==> config.mk <==
export PLATFORM = sky130hd
export DESIGN_NAME = fir_seq_ctrl
export DESIGN_NICKNAME = d
export VERILOG_FILES = /design/src/rtl/fir_seq_ctrl_pkg.sv /design/src/rtl/fir_seq_ctrl_mac_unit.sv /design/src/rtl/fir_seq_ctrl.sv
export SDC_FILE = /design/constraint.sdc
export NUM_CORES = 2
export LEC_CHECK = 0
export ABC_AREA = 1
export CELL_PAD_IN_SITES_DETAIL_PLACEMENT = 1
export CELL_PAD_IN_SITES_GLOBAL_PLACEMENT = 1
export CORE_ASPECT_RATIO = 0.6
export CORE_MARGIN = 4
export CORE_UTILIZATION = 45
export DETAILED_ROUTE_END_ITERATION = 7
export PLACE_DENSITY_LB_ADDON = 0.15
export SLEW_MARGIN = 20
export SYNTH_ARGS = -nofsm -noshare
export SYNTH_HDL_FRONTEND = slang
export SYNTH_SLANG_ARGS = --single-unit
==> constraint.sdc <==
create_clock -name clk -period 22.9 [get_ports clk]
set_clock_uncertainty 0.1 [all_clocks]
set_input_delay 6.87 -clock clk [delete_from_list [all_inputs] [get_ports clk]]
set_output_delay 6.87 -clock clk [all_outputs]
set_load 0.01 [all_outputs]
==> src/rtl/fir_seq_ctrl_pkg.sv <==
// Shared types and widths for the folded FIR scheduler.
// Holds FSM encodings, default widths and the accumulator sizing rule.
package fir_seq_ctrl_pkg;

  localparam int IN_WL  = 15;
  localparam int MAC_WL = 20;

  typedef enum logic [1:0] {
    S_IDLE = 2'd0,
    S_MAC  = 2'd1,
    S_OUT  = 2'd2
  } state_e;

  // Full product plus AW guard bits: NTAP <= 2^AW sums cannot overflow.
  function automatic int acc_width(input int in_wl, input int aw);
    return 2 * in_wl + aw;
  endfunction

endpackage

==> src/rtl/fir_seq_ctrl_mac_unit.sv <==
// Shared signed multiply-accumulate with clear, shift and saturation.
// The result is formed from the sum that includes the current product.
module fir_mac_unit
  import fir_seq_ctrl_pkg::*;
#(
  parameter int inWL      = IN_WL,
  parameter int macWL     = MAC_WL,
  parameter int AW        = 6,
  parameter int OUT_SHIFT = 0
) (
  input  logic                    clk,
  input  logic                    rst_n,
  input  logic                    acc_clr,
  input  logic                    acc_en,
  input  logic signed [inWL-1:0]  coef,
  input  logic signed [inWL-1:0]  samp,
  output logic signed [macWL-1:0] res,
  output logic                    res_sat
);

  localparam int ACCW = acc_width(inWL, AW);
  localparam int PW   = 2 * inWL;

  localparam logic signed [ACCW-1:0] SAT_MAX =
    {{(ACCW-macWL+1){1'b0}}, {(macWL-1){1'b1}}};
  localparam logic signed [ACCW-1:0] SAT_MIN =
    {{(ACCW-macWL+1){1'b1}}, {(macWL-1){1'b0}}};

  logic signed [PW-1:0]   coef_x;
  logic signed [PW-1:0]   samp_x;
  logic signed [PW-1:0]   prod;
  logic signed [ACCW-1:0] acc_q;
  logic signed [ACCW-1:0] acc_d;
  logic signed [ACCW-1:0] acc_sum;
  logic signed [ACCW-1:0] shifted;

  assign coef_x  = {{inWL{coef[inWL-1]}}, coef};
  assign samp_x  = {{inWL{samp[inWL-1]}}, samp};
  assign prod    = coef_x * samp_x;
  assign acc_sum = acc_q + {{(ACCW-PW){prod[PW-1]}}, prod};
  assign shifted = acc_sum >>> OUT_SHIFT;

  always_comb begin
    acc_d = acc_q;
    if (acc_clr) begin
      acc_d = '0;
    end else if (acc_en) begin
      acc_d = acc_sum;
    end
  end

  always_comb begin
    res     = shifted[macWL-1:0];
    res_sat = 1'b0;
    if (shifted > SAT_MAX) begin
      res     = SAT_MAX[macWL-1:0];
      res_sat = 1'b1;
    end else if (shifted < SAT_MIN) begin
      res     = SAT_MIN[macWL-1:0];
      res_sat = 1'b1;
    end
  end

  always_ff @(posedge clk or negedge rst_n) begin
    if (!rst_n) begin
      acc_q <= '0;
    end else begin
      acc_q <= acc_d;
    end
  end

endmodule

==> src/rtl/fir_seq_ctrl.sv <==
// Folded FIR scheduler: one MAC walks NTAP taps per accepted sample.
// Owns the circular delay line, coefficient file and both handshakes.
module fir_seq_ctrl
  import fir_seq_ctrl_pkg::*;
#(
  parameter int NTAP      = 16,
  parameter int inWL      = IN_WL,
  parameter int macWL     = MAC_WL,
  parameter int OUT_SHIFT = 0,
  parameter int AW        = 6
) (
  input  logic                    clk,
  input  logic                    rst_n,
  input  logic                    in_valid,
  output logic                    in_ready,
  input  logic signed [inWL-1:0]  in_data,
  output logic                    out_valid,
  input  logic                    out_ready,
  output logic signed [macWL-1:0] out_data,
  output logic                    out_sat,
  input  logic                    cfg_we,
  input  logic [AW-1:0]           cfg_addr,
  input  logic signed [inWL-1:0]  cfg_data,
  input  logic                    clr,
  output logic                    cfg_err,
  output logic                    busy
);

  localparam logic [AW-1:0] LAST   = AW'(NTAP - 1);
  localparam logic [AW:0]   NTAP_W = (AW+1)'(NTAP);

  state_e state_q, state_d;

  logic [AW-1:0] k_q, k_d;
  logic [AW-1:0] wr_ptr_q, wr_ptr_d;
  logic [AW-1:0] rd_ptr_q, rd_ptr_d;

  logic signed [inWL-1:0] dly_q  [NTAP];
  logic signed [inWL-1:0] dly_d  [NTAP];
  logic signed [inWL-1:0] coef_q [NTAP];
  logic signed [inWL-1:0] coef_d [NTAP];

  logic signed [macWL-1:0] out_data_q, out_data_d;
  logic                    out_sat_q, out_sat_d;
  logic                    cfg_err_q, cfg_err_d;

  logic                    idle;
  logic                    cfg_ok;
  logic                    acc_clr;
  logic                    acc_en;
  logic signed [inWL-1:0]  coef_rd;
  logic signed [inWL-1:0]  samp_rd;
  logic signed [macWL-1:0] mac_res;
  logic                    mac_sat;

  assign idle      = (state_q == S_IDLE);
  assign cfg_ok    = cfg_we && idle && ({1'b0, cfg_addr} < NTAP_W);
  assign in_ready  = idle && !clr;
  assign busy      = !idle;
  assign out_valid = (state_q == S_OUT);
  assign out_data  = out_data_q;
  assign out_sat   = out_sat_q;
  assign cfg_err   = cfg_err_q;

  // Compare-based read muxes keep NTAP free of power-of-two limits.
  always_comb begin
    coef_rd = '0;
    samp_rd = '0;
    for (int i = 0; i < NTAP; i++) begin
      if (k_q == AW'(i)) coef_rd = coef_q[i];
      if (rd_ptr_q == AW'(i)) samp_rd = dly_q[i];
    end
  end

  fir_mac_unit #(
    .inWL      (inWL),
    .macWL     (macWL),
    .AW        (AW),
    .OUT_SHIFT (OUT_SHIFT)
  ) u_mac (
    .clk     (clk),
    .rst_n   (rst_n),
    .acc_clr (acc_clr),
    .acc_en  (acc_en),
    .coef    (coef_rd),
    .samp    (samp_rd),
    .res     (mac_res),
    .res_sat (mac_sat)
  );

  always_comb begin
    state_d    = state_q;
    k_d        = k_q;
    wr_ptr_d   = wr_ptr_q;
    rd_ptr_d   = rd_ptr_q;
    dly_d      = dly_q;
    coef_d     = coef_q;
    out_data_d = out_data_q;
    out_sat_d  = out_sat_q;
    cfg_err_d  = (cfg_we && !cfg_ok) || (clr && !idle);
    acc_clr    = 1'b0;
    acc_en     = 1'b0;

    if (cfg_ok) begin
      for (int i = 0; i < NTAP; i++) begin
        if (cfg_addr == AW'(i)) coef_d[i] = cfg_data;
      end
    end

    unique case (state_q)
      S_IDLE: begin
        if (clr) begin
          wr_ptr_d = '0;
          for (int i = 0; i < NTAP; i++) dly_d[i] = '0;
        end else if (in_valid) begin
          for (int i = 0; i < NTAP; i++) begin
            if (wr_ptr_q == AW'(i)) dly_d[i] = in_data;
          end
          acc_clr  = 1'b1;
          k_d      = '0;
          rd_ptr_d = wr_ptr_q;
          state_d  = S_MAC;
        end
      end
      S_MAC: begin
        acc_en   = 1'b1;
        k_d      = k_q + 1'b1;
        rd_ptr_d = (rd_ptr_q == '0) ? LAST : rd_ptr_q - 1'b1;
        if (k_q == LAST) begin
          state_d    = S_OUT;
          out_data_d = mac_res;
          out_sat_d  = mac_sat;
          wr_ptr_d   = (wr_ptr_q == LAST) ? '0 : wr_ptr_q + 1'b1;
        end
      end
      S_OUT: begin
        if (out_ready) state_d = S_IDLE;
      end
      default: state_d = S_IDLE;
    endcase
  end

  always_ff @(posedge clk or negedge rst_n) begin
    if (!rst_n) begin
      state_q    <= S_IDLE;
      k_q        <= '0;
      wr_ptr_q   <= '0;
      rd_ptr_q   <= '0;
      out_data_q <= '0;
      out_sat_q  <= 1'b0;
      cfg_err_q  <= 1'b0;
      for (int i = 0; i < NTAP; i++) begin
        dly_q[i]  <= '0;
        coef_q[i] <= '0;
      end
    end else begin
      state_q    <= state_d;
      k_q        <= k_d;
      wr_ptr_q   <= wr_ptr_d;
      rd_ptr_q   <= rd_ptr_d;
      out_data_q <= out_data_d;
      out_sat_q  <= out_sat_d;
      cfg_err_q  <= cfg_err_d;
      dly_q      <= dly_d;
      coef_q     <= coef_d;
    end
  end

endmodule

==> results.sh <==
export IMPL_r2r_slack_ps=9810
export IMPL_seq_area_um2=14000
export IMPL_drive_gt1_share_pct=6.32
export IMPL_max_cap_violations=0
export IMPL_dp_hpwl_um=87700
export IMPL_setup_viol=0
export IMPL_synthTopCellsByArea="dfrtp_1 (37%), nand2_1 (14%), fa_1 (12%)"
export IMPL_firstDrtPassIters=6
export IMPL_syn_nets=5158
export IMPL_core_area_um2=81800
export IMPL_cp_slowest_stage_delay_ps=560
export IMPL_htree_levels=2
export IMPL_drc=0
export IMPL_synth_edf_count=0
export IMPL_grt_max_degree=166
export IMPL_drt_iter0_markers=2629
export IMPL_synth_cell_types=61
export IMPL_min_period_ps=14980
export IMPL_rsz0062_at_grt="false"
export IMPL_wl_per_cell_um=20.4
export IMPL_final_util_pct=49.6
export IMPL_cts_setup_buffers=0
export IMPL_grtUsageTotal_pct=27.5
export IMPL_worst_pin_slew_ps=1100
export IMPL_grt_first_pass_wirelength_um=191000
export IMPL_cp_required_ps=15930
export IMPL_post_synth_top_count_cell="nand2_1"
export IMPL_start_util_pct=45.6
export IMPL_die_area_um2=87600
export IMPL_cts_root_buffer="clkbuf_16"
export IMPL_gp_congestion=0.984
export IMPL_post_cts_resized=0
export IMPL_ant_nets=0
export IMPL_hp_class="reg -> reg"
export IMPL_cts_clk_slew_worst_paths_ps=60
export IMPL_cp_end_kind="output port"
export IMPL_die_y_um=231
export IMPL_final_cells=5829
export IMPL_synth_area_per_cell_um2=7.83
export IMPL_cts_tree="yes"
export IMPL_fillers=10017
export IMPL_worstPathCellList="clkdlybuf4s50_1, nor2_1, clkdlybuf4s50_1"
export IMPL_yosys_area_top_type="dfrtp_1"
export IMPL_slowest_stage="clkdlybuf4s50_1"
export IMPL_clk_latency_ps=670
export IMPL_whs_ps=376
export IMPL_crit_fanout=2
export IMPL_critPathKind="in -> out"
export IMPL_die_w_um=380
export IMPL_startpoint_type="input port"
export IMPL_tns_ps=0
export IMPL_multi_input_area_um2=20300
export IMPL_placed_cells=5727
export IMPL_yosysSeqAreaShare_pct=37.5
export IMPL_area_delta_synth_final_pct=8.76
export IMPL_ys_ff_latch=558
export IMPL_grt_antenna_before_repair=0
export IMPL_async_reset_ff_share_pct=100
export IMPL_synth_commonest_cells="nand2_1 (1,359), o21ai_0 (575), dfrtp_1 (558), inv_1 (548), nor2_1 (378)"
export IMPL_grt_pass1_vias=32759
export IMPL_yosysTopAreaCellShare_pct=37.5
export IMPL_routed_wl_um=119000
export IMPL_avgViaCountPerCell=5.47
export IMPL_grt_overflow_total=0
export IMPL_fin_crit_sh_pct=65.4
export IMPL_max_freq_ghz=0.0668
export IMPL_cts_sinks=558
export IMPL_yosys_warnings=0
export IMPL_cts_hold_buffers=0
export IMPL_core_rowCount=81
export IMPL_io_buffers=66
export IMPL_outcome="complete, no violations"
export IMPL_arrival_ps=8010
export IMPL_postSynthCellCount=4762
export IMPL_slew_violations=0
export IMPL_cts_inserted_buffers=56
export IMPL_ys_flop_type="dfrtp_1"
export IMPL_cts_buffer_depth=3
export IMPL_route_vias_total=31861
export IMPL_syn_area_um2=37300
export IMPL_ioPinCount=67
export IMPL_final_net_count=5102
export IMPL_final_hold_violation_count=0
export IMPL_slew_limit_headroom_pct=26.2
export IMPL_cp_common_cell="clkdlybuf4s50_1"
[kinds of logic (layout without fill, tap and decap cells)]
group           after synthesis  in the layout  synth area share (%)
flops                       558            558                  37.5
compound gates              888            888                  13.0
fa+ha+maj                   354            354                  16.4
buf+inv                     789            775                  8.31
other cells                   0              2                     0
xor+xnor                     61             61                  1.49
simple gates               2112           2112                  23.4
[worst paths after layout]
check,start,to,cells after the start
min in group asynchronous,rst_n,dly_q[160],1
max reg2reg,rd_ptr_q[4],out_data[12],58
min reg2reg,coef_q[73],coef_q[73],2
max in group asynchronous,rst_n,coef_q[103],2
min,coef_q[73],coef_q[73],2
max,clr,in_ready,3
[registers in the layout, summed over array words and instances (netlist names)]
register and flops:
rd_ptr_q 6, cfg_err 1, out_sat 1, coef_q 240, state_q 2, out_data 20
u_mac.acc_q 36, dly_q 240, k_q 6, wr_ptr_q 6
[placed cells by master (no fill, tap or decap), types with 5 or more instances in the layout]
cell	instances
nand3_2	11
fa_1	224
clkbuf_16	56
nand4_1	11
or2_0	6
clkinv_2	12
nand2_2	20
ha_1	130
nor2_2	19
o211ai_1	10
o21ai_1	19
a22o_1	5
or2_2	43
xor2_1	35
clkbuf_8	8
nor2_1	376
nor3_1	16
a21o_1	6
a21boi_2	12
nand3b_1	12
o21ai_0	574
nand3_1	213
buf_4	38
nand2_1	1359
xnor2_1	23
dfrtp_1	558
inv_2	15
a21oi_2	9
a21oi_4	5
nor2_4	11
o21ai_2	8
clkinv_1	5
o21bai_1	6
clkdlybuf4s50_1	65
inv_1	548
a21boi_1	13
clkbuf_1	13
a21oi_1	192
[per-stage QoR]
step                setup slack [ps]  instance area (µm²)
floorplan                       8860                37300
global placement                7940                38700
detailed placement              7930                38700
CTS                             7930                40500
global route                    7860                40500
finish                          7920                40500
[layout make-up]
cell class                      count  area share [%]
Antenna cell                        2          0.0123
Clock buffer                       77            3.85
Clock inverter                     23           0.577
Inverter                          569            5.28
Multi-Input combinational cell   3415            50.1
Sequential cell                   558            34.4
Tap cell                         1079            3.33
Timing Repair Buffer              106            2.44
[critical path, delay by kind of cell]
family / cells / cell delay, ps
buf+inv: 2 / 990
simple gates: 1 / 150
[metal layers]
| metal | vias to the layer above | share of wire (%) | wire (µm) | GRT usage, % |
|---|---|---|---|---|
| li1 | 14856 | - | - | - |
| met1 | 16027 | 51 | 60500 | 43.9 |
| met2 | 877 | 39 | 46000 | 37.8 |
| met3 | 101 | 9.1 | 10800 | 6.93 |
| met4 | 0 | 1.2 | 1470 | 3.91 |
| met5 | - | 0 | 0 | 0 |
Power is left out: the tool's default activity adds up to more than one toggle a clock period on the data nets, which glitch-free logic cannot reach.
